**src/rtl/ps2_device_tx.sv**
```systemverilog
// Device-side PS/2 transmitter: byte FIFO feeding an 11-bit frame serialiser
// that drives ps2_clk/ps2_data like a keyboard, with host-inhibit abort and resend.
module ps2_device_tx #(
  parameter int HALF_PERIOD = 50,
  parameter int GAP_CYCLES  = 100,
  parameter int FIFO_DEPTH  = 8
) (
  input  logic       clk,
  input  logic       rst,
  input  logic       wr_en,
  input  logic [7:0] wr_data,
  input  logic       host_inhibit,
  output logic       full,
  output logic       overflow,
  output logic       busy,
  output logic       tx_done,
  output logic       ps2_clk,
  output logic       ps2_data
);

  localparam int AW   = (FIFO_DEPTH > 1) ? $clog2(FIFO_DEPTH) : 1;
  localparam int CW   = AW + 1;
  localparam int CNTW = $clog2(2 * HALF_PERIOD);
  localparam int GW   = (GAP_CYCLES > 1) ? $clog2(GAP_CYCLES + 1) : 1;

  localparam logic [CNTW-1:0] HP_C     = CNTW'(HALF_PERIOD);
  localparam logic [CNTW-1:0] HP_M1    = CNTW'(HALF_PERIOD - 1);
  localparam logic [CNTW-1:0] BIT_LAST = CNTW'(2 * HALF_PERIOD - 1);
  localparam logic [GW-1:0]   GAP_LAST = GW'(GAP_CYCLES - 1);
  localparam logic [CW-1:0]   DEPTH_C  = CW'(FIFO_DEPTH);

  typedef enum logic [1:0] {IDLE, SEND, GAP, HOLD} state_t;

  // start 0, data LSB first, odd parity, stop 1; bit 0 goes on the wire first
  function automatic logic [10:0] make_frame(input logic [7:0] d);
    return {1'b1, ~^d, d, 1'b0};
  endfunction

  logic [7:0]    mem [FIFO_DEPTH];
  logic [AW-1:0] wr_ptr;
  logic [AW-1:0] rd_ptr;
  logic [CW-1:0] count;
  logic          push;
  logic          pop;
  logic          fifo_empty;
  logic [7:0]    head;

  assign full       = (count == DEPTH_C);
  assign fifo_empty = (count == '0);
  assign push       = wr_en && !full;
  assign pop        = tx_done;
  assign head       = mem[rd_ptr];

  always_ff @(posedge clk) begin
    if (push) mem[wr_ptr] <= wr_data;
  end

  always_ff @(posedge clk) begin
    if (rst) begin
      wr_ptr   <= '0;
      rd_ptr   <= '0;
      count    <= '0;
      overflow <= 1'b0;
    end else begin
      if (push) wr_ptr <= wr_ptr + AW'(1);
      if (pop) rd_ptr <= rd_ptr + AW'(1);
      if (wr_en && full) overflow <= 1'b1;
      case ({push, pop})
        2'b10:   count <= count + CW'(1);
        2'b01:   count <= count - CW'(1);
        default: count <= count;
      endcase
    end
  end

  state_t          state;
  state_t          state_nxt;
  logic [CNTW-1:0] cnt;
  logic [CNTW-1:0] cnt_nxt;
  logic [3:0]      bit_idx;
  logic [3:0]      bit_idx_nxt;
  logic [GW-1:0]   gap_cnt;
  logic [GW-1:0]   gap_cnt_nxt;
  logic            ps2_clk_nxt;
  logic            ps2_data_nxt;
  logic            tx_done_nxt;
  logic            load;
  logic            shift;
  logic            abortable;
  logic [10:0]     sh;

  // inhibit can abort only until the parity bit's clock has fallen
  assign abortable = (bit_idx < 4'd9) || ((bit_idx == 4'd9) && (cnt < HP_C));
  assign busy      = (state != IDLE);

  always_comb begin
    state_nxt    = state;
    cnt_nxt      = cnt;
    bit_idx_nxt  = bit_idx;
    gap_cnt_nxt  = gap_cnt;
    ps2_clk_nxt  = ps2_clk;
    ps2_data_nxt = ps2_data;
    tx_done_nxt  = 1'b0;
    load         = 1'b0;
    shift        = 1'b0;
    case (state)
      IDLE: begin
        ps2_clk_nxt  = 1'b1;
        ps2_data_nxt = 1'b1;
        if (!fifo_empty && !host_inhibit) begin
          state_nxt    = SEND;
          load         = 1'b1;
          cnt_nxt      = '0;
          bit_idx_nxt  = 4'd0;
          ps2_data_nxt = 1'b0;
        end
      end
      SEND: begin
        if (host_inhibit && abortable) begin
          state_nxt    = HOLD;
          ps2_clk_nxt  = 1'b1;
          ps2_data_nxt = 1'b1;
        end else if (cnt == BIT_LAST) begin
          cnt_nxt     = '0;
          ps2_clk_nxt = 1'b1;
          if (bit_idx == 4'd10) begin
            state_nxt    = GAP;
            gap_cnt_nxt  = '0;
            tx_done_nxt  = 1'b1;
            ps2_data_nxt = 1'b1;
          end else begin
            bit_idx_nxt  = bit_idx + 4'd1;
            shift        = 1'b1;
            ps2_data_nxt = sh[1];
          end
        end else begin
          cnt_nxt = cnt + CNTW'(1);
          if (cnt == HP_M1) ps2_clk_nxt = 1'b0;
        end
      end
      GAP: begin
        ps2_clk_nxt  = 1'b1;
        ps2_data_nxt = 1'b1;
        if (gap_cnt == GAP_LAST) state_nxt = IDLE;
        else gap_cnt_nxt = gap_cnt + GW'(1);
      end
      HOLD: begin
        ps2_clk_nxt  = 1'b1;
        ps2_data_nxt = 1'b1;
        if (!host_inhibit) begin
          state_nxt   = GAP;
          gap_cnt_nxt = '0;
        end
      end
      default: state_nxt = IDLE;
    endcase
  end

  always_ff @(posedge clk) begin
    if (rst) begin
      state    <= IDLE;
      cnt      <= '0;
      bit_idx  <= 4'd0;
      gap_cnt  <= '0;
      ps2_clk  <= 1'b1;
      ps2_data <= 1'b1;
      tx_done  <= 1'b0;
    end else begin
      state    <= state_nxt;
      cnt      <= cnt_nxt;
      bit_idx  <= bit_idx_nxt;
      gap_cnt  <= gap_cnt_nxt;
      ps2_clk  <= ps2_clk_nxt;
      ps2_data <= ps2_data_nxt;
      tx_done  <= tx_done_nxt;
    end
  end

  always_ff @(posedge clk) begin
    if (load) sh <= make_frame(head);
    else if (shift) sh <= sh >> 1;
  end

endmodule

```
**config.mk**
```make
export PLATFORM = sky130hd
export DESIGN_NAME = ps2_device_tx
export DESIGN_NICKNAME = d
export VERILOG_FILES = /design/src/rtl/ps2_device_tx.sv
export SDC_FILE = /design/constraint.sdc
export NUM_CORES = 1
export LEC_CHECK = 0
export BUFFER_PORTS_ARGS = -buffer_cell sky130_fd_sc_hd__buf_4
export CORE_MARGIN = 2
export CORE_UTILIZATION = 28
export DETAILED_ROUTE_END_ITERATION = 12
export GPL_TIMING_DRIVEN = 0
export PLACE_DENSITY = 0.5
export SLEW_MARGIN = 0
export SYNTH_ARGS = -nofsm -noshare
export SYNTH_HDL_FRONTEND = slang
export SYNTH_SLANG_ARGS = --single-unit
```
**constraint.sdc**
```tcl
create_clock -name clk -period 3.3 [get_ports clk]
set_input_delay 0.33 -clock clk [delete_from_list [all_inputs] [get_ports clk]]
set_output_delay 0.33 -clock clk [all_outputs]
set_load 0.02 [all_outputs]
```
# Word level (Yosys, flattened, before mapping)
# Memory sizes are Yosys's and may differ from the RTL's. A register that Yosys moved wholly into a read port is not among the register bits.
# Index checks and enable logic that the tools add are counted.
# op_classes
n_mux	45
addsub	7
order_cmp	2
n_eq_ne	22
bitwise	2
reduce_logical	24
# ops
op	n
7-bit two-way mux	8
7-bit case mux with 3 select lines	1
10-bit two-way mux	2
1-bit two-way mux	16
4-bit two-way mux	4
2-bit != test (second input constant)	8
4-bit case mux with 2 select lines	2
7-bit by 1-bit adder with 7-bit output (second input constant)	2
7-bit equality test (second input constant)	2
7-bit case mux with 2 select lines	1
4-bit equality test (second input constant)	3
2-bit two-way mux	6
5-bit AND reduction	2
4-bit by 1-bit adder with 4-bit output (second input constant)	2
2-bit case mux with 4 select lines	1
2-bit nonzero test	4
8-bit XNOR reduction	1
7-bit by 6-bit equality test with 1-bit output (second input constant)	1
7-bit by 6-bit < comparator with 1-bit output (second input constant)	1
3-bit by 1-bit adder with 3-bit output (second input constant)	2
2-bit equality test (second input constant)	3
3-bit two-way mux	2
3-bit != test (second input constant)	2
6-bit AND reduction	1
17 further kinds	25
# word_totals
reg_bits	45
output_inout_bits	6
inputBits	12
n_memories	1
wordCells	116
ramBits	64
# memory_table
name	depth	width	rd	rd_ports_with_merged_regs	write_ports	line_no	rtl
mem	8	8	1	1	1	39	logic [7:0] mem [FIFO_DEPTH];

# Longest topological paths before layout
# depth
ltp_word	8
ltp_mapped	10
ltp_nobuf	10

# Worst setup path after synthesis
# OpenSTA, ideal clock, no wires.
# synth_path
path_kind	reg2reg
start	reg count[0]
end	reg count[3]
arrival_time_ps	2962
path_stages_with_launch	11
setup_ps	71
required_ps	3229
setup_slack_ps	268
n_path_buf	0
period_less_slack_ps	3032
cell_sequence	dfxtp_1 nor4b_1 nor2b_1 inv_1 ha_1 ha_1 a21o_1 a21oi_1 xnor2_1 or3_1 a21oi_1
# synth_between
elab_chain_len	5
word_cells_on_any_way	9
cone_classes	add/sub (2); eq/ne (3); mux (1); reduce/logical (3)
# synth_lines
element	line_no	rtl
start: declaration	42	logic [CW-1:0] count;
start signal: assignment	69	2'b10: count <= count + CW'(1);
start signal: assignment	70	2'b01: count <= count - CW'(1);
start signal: assignment	71	default: count <= count;
4-bit equality test (*)	48	assign full = (count == DEPTH_C);
named net full	13	output logic full,
1-bit zero test (*)	50	assign push = wr_en && !full;
1-bit logical AND (*)	50	
2-bit by 1-bit equality test with 1-bit output / 2-bit equality test (equally long branches)	68	case ({push, pop})
4-bit case mux with 2 select lines / 2-bit nonzero test (equally long branches)	-	
# Mark *: on every way through the listed nets, which the timed path passes. The rest lies on a longest branch.
# A chain may end at the register's enable or synchronous reset.

# Worst setup path in the final report
# layout_path
start	reg count[0]
end	reg count[3]
# layout_between
elab_chain_len	5
word_cells_on_any_way	9
cone_classes	add/sub (2); eq/ne (3); mux (1); reduce/logical (3)
# layout_lines
element	line_no
4-bit equality test	48
1-bit zero test	50
1-bit logical AND	50
2-bit by 1-bit equality test with 1-bit output / 2-bit equality test (equally long branches)	68
4-bit case mux with 2 select lines / 2-bit nonzero test (equally long branches)	-
# Parallel ways exist; a longest one is shown, timed or not.

==> run summary <==
The critical path crosses 10 cells after its start point. The area of the core is 17200 sq um. The areal power density over the cells is 501 nW/um^2. The transition time at the pin with the least slew margin came out at 1.31 ns. The register-to-register path setup slack came out at 0.35 ns. The worst setup path is captured at a flop. The met2 track utilization from global routing is 0.175. For this configuration, the core starts out at a cell density of 0.283. The xor/xnor cell area share of the yosys netlist came out at 0.0393. Setup repair after global routing left no endpoint under its margin. The maximum operating frequency came out at 0.339 GHz.

The number of hold buffers added after cts is 0. Setup violations remaining at the end of the flow were counted as 0. By area, the combinational part of the netlist is dominated by simple AND/OR/NAND/NOR gates. The clock transition at the register clock pins on the worst setup and hold paths after CTS is 0.07 ns. Data on the critical path is required at its endpoint by 3.58 ns. Of the total synthesized cell area, the portion taken by full adders, half adders and majority gates is 0.0350.

Along the worst path, the maximum fanout reaches 6. The count of cells in the finished layout, fillers not included, comes to 620. The delay contributed by the slowest stage of the critical path is 0.58 ns. The die height came out at 136 microns. In the synthesized netlist the dominant register cell turns out to be sky130_fd_sc_hd__edfxtp_1. The clock latency on the worst-skew pair is 0.35 ns.

The minimum clock period came out at 2.95 ns. The worst register-to-register path begins at count[0]$_SDFFE_PP0P_. The area of the mapped netlist is 4870 sq um. The final instance area is 5590 sq um. The number of detailed-route iterations in the first pass came out at 4. The data arrival time of the critical path is 3.23 ns. The cell count after synthesis came out at 362. The setup skew after layout is 0.00745 ns.

The simple-gate share of the synthesized area is 0.120. The final weighted congestion in routability-driven placement is 0.740. The number of global-route vias before repair is 2835. The largest individual stage delay along the critical path comes from the cell sky130_fd_sc_hd__nor4b_1.

The synthesized area per cell came out at 13.4 sq um. The setup path with the least slack is of type flop to flop. The total overflow left after global routing is 0. The flow ran to the end, and the final reports show no timing, DRC or antenna violations.

The via count of the routed design came out at 2813. The first global-routing pass estimated 15.1 mm of wire. The post-cts gate resize count is 0. 18 I/O pins were placed. The termination of the worst setup path is count[3]$_SDFFE_PP0P_.

The number of placement rows came out at 48. Hold is met by 0.208 ns. The max-cap check violation count is 0. The cell area reported after detailed placement came out at 5300 sq um. Synthesis produced a netlist with a net count of 387.

The number of flops mapped to enable cells by yosys came out at 73. In this run the most used layer during global routing was met2. The worst vdd rail ir drop came out at 253 uV.

The flip-flop and latch count after synthesis is 111. The start point of the critical path is count[0]$_SDFFE_PP0P_. CTS saw 111 sinks.

Ranked by total cell area, the synthesized netlist is headed by sky130_fd_sc_hd__edfxtp_1, sky130_fd_sc_hd__dfxtp_1, sky130_fd_sc_hd__mux4_1. The cell at the root of the clock tree is sky130_fd_sc_hd__clkbuf_16. The total global routing track utilization came out at 0.108. The number of synthesis warnings is 0. The top cell types in the final layout, fill and taps aside, are sky130_fd_sc_hd__edfxtp_1, sky130_fd_sc_hd__dfxtp_1, sky130_fd_sc_hd__nor2_1.

The number of endpoints with negative hold slack in the final report is 0. The portion of synthesized area spent on multiplexers is 0.104. The endpoint identified for the worst register-to-register timing path is count[3]$_SDFFE_PP0P_. The count of nets left with antenna violations once routing finished came out at 0. The fraction of registers with async set/reset is 0. In this run, CTS created clock tree buffers numbering 9. At the end of the flow the core is filled with cells to 0.325. The number of setup buffers added after CTS is 0. The sum of buffers and inverters on the critical path is 1. The first routing iteration left 193 violations.

Entering global routing, the biggest net connects 21 pins. The compound-gate portion of the synthesized area was 0.0689. The met1 track utilization from global routing came out at 0.139. The routed wire length is 9.11 mm. The worst min-delay path class is input pin to flop. The horizontal die dimension is 136 microns.

The longest clock path from root to sink contains 2 buffers. The met3 capacity usage during global routing came out at 0.0295. The number of distinct library cell variants in the gate-level netlist after synthesis came out at 52. The level count of the clock H-tree came out at 3. The reported leakage power came out at 1.88 nW. The number of input and output port buffers inserted is 16. The area growth from synthesis to final layout came out at 14.7%.

For the worst flop-to-flop path, the logic depth is 10. The share of the synthesized area in the top cell type is 0.450. Of all cell types, the one taking the most synthesized area is sky130_fd_sc_hd__edfxtp_1. The register area share after synthesis is 0.607. TritonCTS built the clock tree. The library cell used most frequently in the layout, excluding fill and tap cells, is sky130_fd_sc_hd__edfxtp_1. The worst max-slew margin expressed relative to the limit is 0.121. The top cell family by delay on the critical path is simple AND/OR/NAND/NOR gates. After detailed routing, the number of vias per cell comes to 4.54. The die covers 18500 sq um. The final setup TNS is 0 ns. Of the cells placed in the final design, the portion with a size suffix greater than 1 is 0.132. Walking the worst path, the cells encountered are nor4b_1, nor2b_1, inv_1, ha_1, ha_1, a21o_1, a21oi_1, xnor2_1, or3_1, a21oi_1. The post-DP HPWL is 6.20 mm.

The final-report max-slew violation count is 0. 0 antenna diodes ended up in the layout. The DRC violation count after routing came out at 0. The initial antenna violation count came to 0. The routed length per placed instance came out at 14.7 microns.

The startpoint kind of the worst setup timing path is a flop. The post-layout net count came out at 415. After detailed placement, the design holds a cell count of 604.

In the finished design, the share of the clock period the worst path needs comes to 0.894.
[registers in the layout, indices dropped and copies added (netlist names), 3 cells and up, named ones only]
register	count
mem	64
bit_idx	4
sh	10
rd_ptr	3
gap_cnt	7
count	4
cnt	7
wr_ptr	3
[layout make-up]
class | instances | area (sq um)
Tap cell | 225 | 282
Fill cell | 1753 | 11600
Inverter | 12 | 45.0
Timing Repair Buffer | 17 | 128
Clock buffer | 10 | 229
Clock inverter | 6 | 57.6
Multi-Input combinational cell | 224 | 1810
Sequential cell | 111 | 2950
Buffer | 15 | 85.1
[cell families (layout without fill, tap and decap cells)]
group / Yosys count / after routing
fa+ha+maj: 13 / 13
buf+inv: 27 / 60
simple gates: 114 / 114
mux: 25 / 25
xor+xnor: 21 / 21
flops: 111 / 111
compound gates: 51 / 51
[cell usage after synthesis (6+ instances only)]
cell / number
sky130_fd_sc_hd__ha_1: 12
sky130_fd_sc_hd__o21ai_0: 15
sky130_fd_sc_hd__mux4_1: 15
sky130_fd_sc_hd__nand2_1: 27
sky130_fd_sc_hd__nor2_1: 33
sky130_fd_sc_hd__edfxtp_1: 73
sky130_fd_sc_hd__or3_1: 6
sky130_fd_sc_hd__xnor2_1: 9
sky130_fd_sc_hd__clkbuf_1: 8
sky130_fd_sc_hd__nor3_1: 11
sky130_fd_sc_hd__mux2i_1: 9
sky130_fd_sc_hd__xor2_1: 11
sky130_fd_sc_hd__inv_1: 12
sky130_fd_sc_hd__a21oi_1: 19
sky130_fd_sc_hd__dfxtp_1: 38
[per-layer routing]
metal  wire, microns  vias to the layer above
met5               0                        -
met1            4280                     1357
met4             133                        0
met3             248                       10
met2            4450                       23
li1                -                     1423
[stage by stage]
step	setup WS [ns]	power, W
2_1_floorplan	0.268	0.00171
3_3_place_gp	0.112	0.00177
3_5_place_dp	0.264	0.00178
4_1_cts	0.247	0.00284
5_1_grt	0.0277	0.00293
6_report	0.350	0.00280
[worst min-delay path by stage]
stage	from	endpoint	slack, ns	depth (start not counted)
2_1_floorplan	wr_data[0]	mem[0][0]$_DFFE_PP_	0.43	0
3_3_place_gp	gap_cnt[1]$_SDFFE_PP0P_	gap_cnt[1]$_SDFFE_PP0P_	0.46	2
3_5_place_dp	overflow$_SDFFE_PP0P_	overflow$_SDFFE_PP0P_	0.46	2
4_1_cts	wr_data[1]	mem[3][1]$_DFFE_PP_	0.19	1
5_1_grt	wr_data[6]	mem[0][6]$_DFFE_PP_	0.19	1
6_report	wr_data[4]	mem[6][4]$_DFFE_PP_	0.21	1
[where the power goes]
group	leakage (nW)	internal, W	total, W	switching (W)
Clock	0.142	0.000533	0.00105	0.000520
Sequential	0.974	0.00152	0.00154	0.0000202
Combinational	0.768	0.0000795	0.000202	0.000122
[worst reg2reg max path, cell delays in order (launching register included)]
cell	delay [ns]
sky130_fd_sc_hd__dfxtp_1	0.36
sky130_fd_sc_hd__nor4b_1	0.58
sky130_fd_sc_hd__nor2b_1	0.22
sky130_fd_sc_hd__inv_1	0.25
sky130_fd_sc_hd__ha_1	0.27
sky130_fd_sc_hd__ha_1	0.26
sky130_fd_sc_hd__a21o_1	0.18
sky130_fd_sc_hd__a21oi_1	0.18
sky130_fd_sc_hd__xnor2_1	0.10
sky130_fd_sc_hd__or3_1	0.32
sky130_fd_sc_hd__a21oi_1	0.15
(Power assumes the default switching activity.)
